`config.mk`:
```
export PLATFORM = sky130hd
export DESIGN_NAME = ptw_walker
export DESIGN_NICKNAME = d
export VERILOG_FILES = /design/src/rtl/ptw_walker.sv
export SDC_FILE = /design/constraint.sdc
export NUM_CORES = 1
export LEC_CHECK = 0
export BUFFER_PORTS_ARGS = -buffer_cell sky130_fd_sc_hd__buf_2
export CAP_MARGIN = 20
export CORE_MARGIN = 1
export CORE_UTILIZATION = 35
export DETAILED_ROUTE_END_ITERATION = 16
export PLACE_DENSITY = 0.72
export SLEW_MARGIN = 0
export SYNTH_ARGS = -nofsm -noshare
export SYNTH_HDL_FRONTEND = slang
export SYNTH_SLANG_ARGS = --single-unit
```
`constraint.sdc`:
```
create_clock -name clk_i -period 3.2 [get_ports clk_i]
set_input_delay 0.32 -clock clk_i [delete_from_list [all_inputs] [get_ports clk_i]]
set_output_delay 0.32 -clock clk_i [all_outputs]
set_load 0.1 [all_outputs]
```
`src/rtl/ptw_walker.sv`:
```
// Sv39 page-table walker: one walk at a time, up to three PTE reads, returns a leaf PTE or a fault.
// All outputs decode from state/registers, so no mem_resp_* to resp_* combinational path exists.
module ptw_walker #(
    parameter int unsigned PPN_W = 44,
    parameter int unsigned VPN_W = 27
) (
    input  logic               clk_i,
    input  logic               rstn_i,
    input  logic               req_valid_i,
    input  logic [VPN_W-1:0]   req_vpn_i,
    output logic               ptw_ready_o,
    input  logic [PPN_W-1:0]   satp_ppn_i,
    input  logic               flush_i,
    output logic               mem_req_valid_o,
    input  logic               mem_req_ready_i,
    output logic [PPN_W+11:0]  mem_req_addr_o,
    input  logic               mem_resp_valid_i,
    input  logic [63:0]        mem_resp_data_i,
    output logic               resp_valid_o,
    output logic               resp_error_o,
    output logic [63:0]        resp_pte_o,
    output logic [1:0]         resp_level_o
);

    localparam logic [2:0] StIdle    = 3'd0;
    localparam logic [2:0] StMemReq  = 3'd1;
    localparam logic [2:0] StMemWait = 3'd2;
    localparam logic [2:0] StDone    = 3'd3;
    localparam logic [2:0] StDrain   = 3'd4;

    logic [2:0]       state_q, state_d;
    logic [VPN_W-1:0] vpn_q, vpn_d;
    logic [PPN_W-1:0] ppn_q, ppn_d;
    logic [1:0]       level_q, level_d;
    logic [63:0]      pte_q, pte_d;
    logic [1:0]       res_level_q, res_level_d;
    logic             err_q, err_d;

    logic [8:0] vpn_slice;
    logic       pte_v, pte_r, pte_w, pte_x;
    logic       misaligned;

    assign pte_v = mem_resp_data_i[0];
    assign pte_r = mem_resp_data_i[1];
    assign pte_w = mem_resp_data_i[2];
    assign pte_x = mem_resp_data_i[3];

    // A superpage leaf must have its lower PPN fields zero.
    assign misaligned = ((level_q == 2'd2) && (|mem_resp_data_i[27:10])) ||
                        ((level_q == 2'd1) && (|mem_resp_data_i[18:10]));

    always_comb begin
        case (level_q)
            2'd2:    vpn_slice = vpn_q[18 +: 9];
            2'd1:    vpn_slice = vpn_q[9 +: 9];
            default: vpn_slice = vpn_q[0 +: 9];
        endcase
    end

    always_comb begin
        state_d     = state_q;
        vpn_d       = vpn_q;
        ppn_d       = ppn_q;
        level_d     = level_q;
        pte_d       = pte_q;
        res_level_d = res_level_q;
        err_d       = err_q;
        case (state_q)
            StIdle: begin
                if (req_valid_i && !flush_i) begin
                    vpn_d   = req_vpn_i;
                    ppn_d   = satp_ppn_i;
                    level_d = 2'd2;
                    state_d = StMemReq;
                end
            end
            StMemReq: begin
                if (mem_req_ready_i) begin
                    state_d = flush_i ? StDrain : StMemWait;
                end else if (flush_i) begin
                    state_d = StIdle;
                end
            end
            StMemWait: begin
                if (mem_resp_valid_i) begin
                    if (flush_i) begin
                        state_d = StIdle;
                    end else begin
                        // Default to a fault; only a good leaf or a pointer overrides it.
                        state_d     = StDone;
                        err_d       = 1'b1;
                        pte_d       = '0;
                        res_level_d = '0;
                        if (!pte_v || (!pte_r && pte_w)) begin
                            err_d = 1'b1;
                        end else if (pte_r || pte_x) begin
                            if (!misaligned) begin
                                err_d       = 1'b0;
                                pte_d       = mem_resp_data_i;
                                res_level_d = level_q;
                            end
                        end else if (level_q != 2'd0) begin
                            ppn_d   = mem_resp_data_i[10 +: PPN_W];
                            level_d = level_q - 2'd1;
                            state_d = StMemReq;
                        end
                    end
                end else if (flush_i) begin
                    state_d = StDrain;
                end
            end
            StDone:  state_d = StIdle;
            StDrain: begin
                if (mem_resp_valid_i) begin
                    state_d = StIdle;
                end
            end
            default: state_d = StIdle;
        endcase
    end

    always_ff @(posedge clk_i) begin
        if (!rstn_i) begin
            state_q     <= StIdle;
            vpn_q       <= '0;
            ppn_q       <= '0;
            level_q     <= '0;
            pte_q       <= '0;
            res_level_q <= '0;
            err_q       <= 1'b0;
        end else begin
            state_q     <= state_d;
            vpn_q       <= vpn_d;
            ppn_q       <= ppn_d;
            level_q     <= level_d;
            pte_q       <= pte_d;
            res_level_q <= res_level_d;
            err_q       <= err_d;
        end
    end

    assign ptw_ready_o     = (state_q == StIdle);
    assign mem_req_valid_o = (state_q == StMemReq);
    assign mem_req_addr_o  = mem_req_valid_o ? {ppn_q, vpn_slice, 3'b000} : '0;
    assign resp_valid_o    = (state_q == StDone);
    assign resp_error_o    = resp_valid_o & err_q;
    assign resp_pte_o      = resp_valid_o ? pte_q : '0;
    assign resp_level_o    = resp_valid_o ? res_level_q : '0;

endmodule
```
==> results of run 1 <==
[power by group through the flow]
stage,clock (mW),sequential (mW),combinational [mW]
after floorplan,0,1.90,0.296
after global placement,0,1.91,0.453
after detailed placement,0,1.91,0.457
after CTS,2.01,1.87,0.459
after global routing,2.09,1.88,0.493
final,1.96,1.87,0.457
[kinds of logic (layout without fill, tap and decap cells)]
logic type	count (synthesis)	after routing	share of synthesized area, %
AO/OA/AOI/OAI	168	168	22.33
adder cells (fa/ha/maj)	3	3	0.5835
buffers and inverters	66	310	4.726
flip-flops	143	143	44.50
multiplexers	45	45	7.001
other	1	6	0.05829
AND/OR/NAND/NOR	259	259	20.81
[how the worst max path moves through the flow]
| stage | from | endpoint | slack, ns |
|---|---|---|---|
| 3_3_place_gp | mem_resp_data_i[27] | pte_q[51] | 0.48 |
| 5_1_grt | state_q[0] | mem_req_addr_o[15] | 0.14 |
| 3_5_place_dp | mem_resp_data_i[27] | pte_q[30] | 0.45 |
| 4_1_cts | state_q[0] | mem_req_addr_o[27] | 0.23 |
| 6_report | state_q[0] | mem_req_addr_o[37] | 0.27 |
| 2_1_floorplan | state_q[1] | mem_req_addr_o[10] | -0.47 |
[routing by layer]
metal,up-vias,wire (um),global-route usage [%]
met5,-,0,0
met1,2683,8051,23.57
met4,0,450,8.059
met3,31,1160,4.783
li1,2867,-,-
met2,184,8916,30.93
[sequential cells by signal, summed over array words and instances (netlist names)]
signal / flops
pte_q: 64
res_level_q: 2
state_q: 3
level_q: 2
err_q: 1
ppn_q: 44
vpn_q: 27
[critical path: stages, from the launching register on]
cell and delay [ns]:
dfxtp_1 0.45, or3b_2 0.61, inv_1 0.10, buf_4 0.39
and2_1 0.20, buf_2 0.43
[Yosys cell counts (all sizes together), types with 2 or more instances]
| cell | instances |
|---|---|
| dfxtp | 143 |
| a31oi | 2 |
| clkbuf | 51 |
| nor3 | 4 |
| or2 | 2 |
| or4 | 2 |
| nor2 | 16 |
| nand2 | 104 |
| a21boi | 27 |
| o21ai | 5 |
| and2 | 111 |
| a21oi | 3 |
| nand2b | 2 |
| o211a | 44 |
| nand3 | 3 |
| ha | 3 |
| mux2i | 45 |
| buf | 11 |
| inv | 4 |
| nor2b | 5 |
| a22oi | 10 |
| a22o | 62 |
| nand4 | 3 |
| a211oi | 9 |
| a21o | 2 |
[layout make-up]
type | instances | area, um2
fill | 1753 | 9457
sequential | 143 | 2863
inverter | 4 | 15.01
clock buffer | 18 | 439.2
clock inverter | 14 | 142.6
timing repair buffer | 274 | 1449
tap | 229 | 286.5
antenna | 3 | 7.507
multi-input combinational | 478 | 3304
[stage by stage]
| step | area, um2 | instances | hold WS (ns) | utilization, % |
|---|---|---|---|---|
| after floorplan | 6447 | 687 | 0.4166 | - |
| after global placement | 7918 | 1128 | 0.4279 | 44.08 |
| after detailed placement | 7918 | 1128 | 0.4429 | 44.08 |
| after CTS | 8499 | 1160 | 0.08776 | 47.31 |
| after global routing | 8507 | 1163 | 0.1003 | 47.36 |
| final | 8507 | 1163 | 0.1118 | 47.36 |
==> metrics.txt, run 1 <==
Max-cap violations 0; post-DP HPWL 12710 um; Layout area overhead 32.22%; Core Box Area 17960 um2; P_leak 4.259 nW; combinational power share 10.6%; Hold Path Stages 2; Int Power 3.167 mW; Post-synth EDFFs 0; switching share of total power 26.18%; count of final hold-check violations 0; Total Wirelength 18580 um; drt first pass iters 4; # H-tree levels 4; # DRC 0; post-synth top area share 44.50%; Sequential Power Share 43.6%; hold_buf cts 0; worst slack, placed 0.4478 ns; first-pass GRT wire length 27340 um; die area 18930 um2; number of global-route vias before repair 5346; io pins 267; end of the worst register-to-register path pte_q[14]; outcome complete, no violations; sinks on the clock net 143; cts repair resizes 0; startpoint of the worst hold path mem_resp_data_i[54]; via density per instance 4.957; Seq cells post-synth 143; startpoint types flop; clock latency on the worst-skew pair 0.42 ns; chip width 137.6 um; FMAX 0.3411 GHz; Hold WC Path Type input pin to flop; DR iter-0 viols 236; CP endpoint kind primary output; post-synthesis cell count 685; # Post-CTS Setup Buffers 0; register area share after synthesis 44.50%; initial antenna violation count 3; setup violators final 0; period utilization 91.63%; area leader, netlist dfxtp_1; vias after detailed routing 5765; FFs w/ async S/R, synth 0%; Nets 1062; Detail Route Antenna Nets 0; layout cells sized above 1 33.94%; fin worst setup slack 0.2679 ns; clk buf depth 2; VDD IR-drop max 0.3757 mV; Layout Skew 0.009589 ns; total power 4.290 mW; setup_tns 0 ns; reg2reg path depth 6; Reg2Reg Setup Slack 0.70 ns; Clock power frac 45.7%; FF-to-FF Start state_q[2]; clk slew on worst S/H paths 0.06 ns; worst slew pin tran 1.014 ns; Slew Limit Fails 0; WL/cell 15.97 um; GRT Util Overall 18.96%; WP data arrival 2.61 ns; Worst Path Required 2.88 ns; syn avg cell area 9.392 um2; commonest non-fill, non-tap cell in the layout buf_2; relative slew slack 32.29%; RSZ-0062 raised after global routing no; Pwr per Cell Area 504.3 nW/um2; Yosys Warn Count 0; Syn Std Cell Area 6434 um2; most frequent cells in the layout buf_2, dfxtp_1, and2_1, nand2_1, a22o_1; largest net degree at the start of global routing 80; Hold EP pte_q[54]; post-route minimum period 2.932 ns; # rows 49; Port Buf Inserts 263; CTS tree done; Post-synth top flop dfxtp_1; TritonCTS Buffers 17; starting density of the core 35.82%; switching pwr 1.123 mW; DIE HEIGHT 137.6 um; critical setup path kind flop to primary output; Cell variety after synth 40; gr ovfl total 0; RePlAce Congestion 0.7708; crit-path max FO 47; CTS Root Buffer Type clkbuf_16; Area contributors post-synth dfxtp_1, and2_1, a22o_1, mux2i_1, o211a_1
No activity file was read; power rests on OpenSTA's default activity.
==> inputs of run 2 (changes only) <==
- RECOVER_POWER: unset -> 100
==> metrics.txt, run 2 (same netlist as run 1, synthesis figures left out) <==
Reg2Reg Setup Slack 0.41 ns (-0.29 ns); gr ovfl total 0 (unchanged); Nets 1062 (unchanged); crit-path max FO 47 (unchanged); FMAX 0.3364 GHz (-1.4%); Int Power 3.163 mW (-0.10%); relative slew slack 0.2318% (-32 points); vias after detailed routing 5766 (+0.017%); Core Box Area 17960 um2 (unchanged); post-DP HPWL 12710 um (unchanged); Hold WC Path Type input pin to flop; Layout area overhead 31.47%; period utilization 92.90% (+1.3 points); sinks on the clock net 143 (unchanged); via density per instance 4.958 (about the same); # DRC 0 (unchanged); initial antenna violation count 3 (unchanged); Biggest register pte_q; Hold Path Stages 2 (unchanged); P_leak 4.121 nW (-3.2%); Worst Path Required 2.88 ns (about the same); starting density of the core 35.82% (unchanged); switching share of total power 26.23% (+0.047 points); final core utilization 47.09% (-0.27 points); clk slew on worst S/H paths 0.06 ns (about the same); worst slew pin tran 1.497 ns (+0.4830 ns); TritonCTS Buffers 17 (unchanged); Sequential Power Share 43.6% (about the same); WP data arrival 2.65 ns (+0.04 ns); die area 18930 um2 (unchanged); hold_buf cts 0 (unchanged); largest net degree at the start of global routing 80 (unchanged); Layout Skew 0.006268 ns (-0.003321 ns); drt first pass iters 5 (+1); RePlAce Congestion 0.7708 (unchanged); startpoint types flop; CP endpoint kind primary output; first-pass GRT wire length 27340 um (unchanged); biggest regs pte_q x64, ppn_q x44, vpn_q x27; layout cells sized above 1 33.19% (-0.75 points); failing checks capacitance limit; Detail Route Antenna Nets 0 (unchanged); Port Buf Inserts 263 (unchanged); outcome complete, but fails checks; # Post-CTS Setup Buffers 0 (unchanged); RSZ-0062 raised after global routing no; CTS tree done; DIE HEIGHT 137.6 um (unchanged); io pins 267 (unchanged); count of final hold-check violations 0 (unchanged); critical setup path kind flop to primary output; post-route minimum period 2.973 ns (+0.04057 ns); GRT Util Overall 18.96% (unchanged); setup violators final 0 (unchanged); Slew Limit Fails 0 (unchanged); clk buf depth 2 (unchanged); post-placement cell area 7918 um2 (unchanged); number of global-route vias before repair 5346 (unchanged); cts repair resizes 0 (unchanged); Max-cap violations 1 (+1); fin area 8458 um2 (-0.57%); CTS Root Buffer Type clkbuf_16; # H-tree levels 4 (unchanged); combinational power share 10.6% (about the same); most frequent cells in the layout dfxtp_1, buf_2, clkbuf_2, and2_1, nand2_1; Clock power frac 45.8% (about the same); VDD IR-drop max 0.3725 mV (-0.85%); DR iter-0 viols 241 (+2.1%); clock latency on the worst-skew pair 0.42 ns (about the same); Total Wirelength 18510 um (-0.35%); Pwr per Cell Area 507.0 nW/um2 (+0.54%); reg2reg path depth 6 (unchanged); max reg flops 64 (unchanged); switching pwr 1.125 mW (+0.14%); chip width 137.6 um (unchanged); commonest non-fill, non-tap cell in the layout dfxtp_1; # rows 49 (unchanged); WL/cell 15.92 um (-0.35%)
## run 2: cell count changes in the layout (fill, tap and decap cells not counted), moves of 3 or more
cell      delta
clkbuf_1     +4
clkbuf_2   +122
buf_2      -123
buf_4        -3
## run 2: path summary, 6_finish.rpt
| kind | startpoint | to |
|---|---|---|
| max reg2reg | state_q[0] | pte_q[30] |
| min | mem_resp_data_i[54] | pte_q[54] |
| max | state_q[0] | mem_req_addr_o[37] |
| min reg2reg | pte_q[3] | pte_q[3] |
## run 2: layout make-up
| class | count | area [um2] |
|---|---|---|
| inverters | 4 | 15.01 |
| clock buffers | 18 | 439.2 |
| multi-input cells | 478 | 3281 |
| clock inverters | 14 | 142.6 |
| well taps | 229 | 286.5 |
| diodes | 3 | 7.507 |
| fillers | 1766 | 9505 |
| repair buffers | 274 | 1424 |
| flip-flops and latches | 143 | 2863 |
## run 2: through the flow
stage	TNS [ns]	total power [mW]	cells	hold WS, ns	setup slack (ns)
6_report	0	4.288	1163	0.1083	0.2273
5_1_grt	0	4.453	1163	0.1003	0.08053
4_1_cts	0	4.337	1160	0.08776	0.2299
3_5_place_dp	0	2.366	1128	0.4429	0.4478
3_3_place_gp	0	2.361	1128	0.4279	0.4847
2_1_floorplan	-3.736	2.194	687	0.4166	-0.4670
## run 2: power groups by stage
stage               registers [mW]  logic, mW  clock network [mW]
floorplan                     1.90      0.296                   0
global placement              1.91      0.453                   0
detailed placement            1.91      0.457                   0
CTS                           1.87      0.459                2.01
global route                  1.88      0.489                2.09
finish                        1.87      0.453                1.96
## run 2: routing by layer
layer | GRT usage, % | part of all wire (%) | wire [um]
met1 | 23.57 | 43 | 8042
met2 | 30.93 | 48 | 8858
met4 | 8.059 | 2.5 | 454
met5 | 0 | 0 | 0
met3 | 4.783 | 6.3 | 1157
## run 2: critical path, cell delays in order, from the launching register on
cell and delay (ns):
dfxtp_1 0.45, or3b_2 0.61, inv_1 0.09, buf_4 0.39, and2_1 0.20, clkbuf_2 0.46
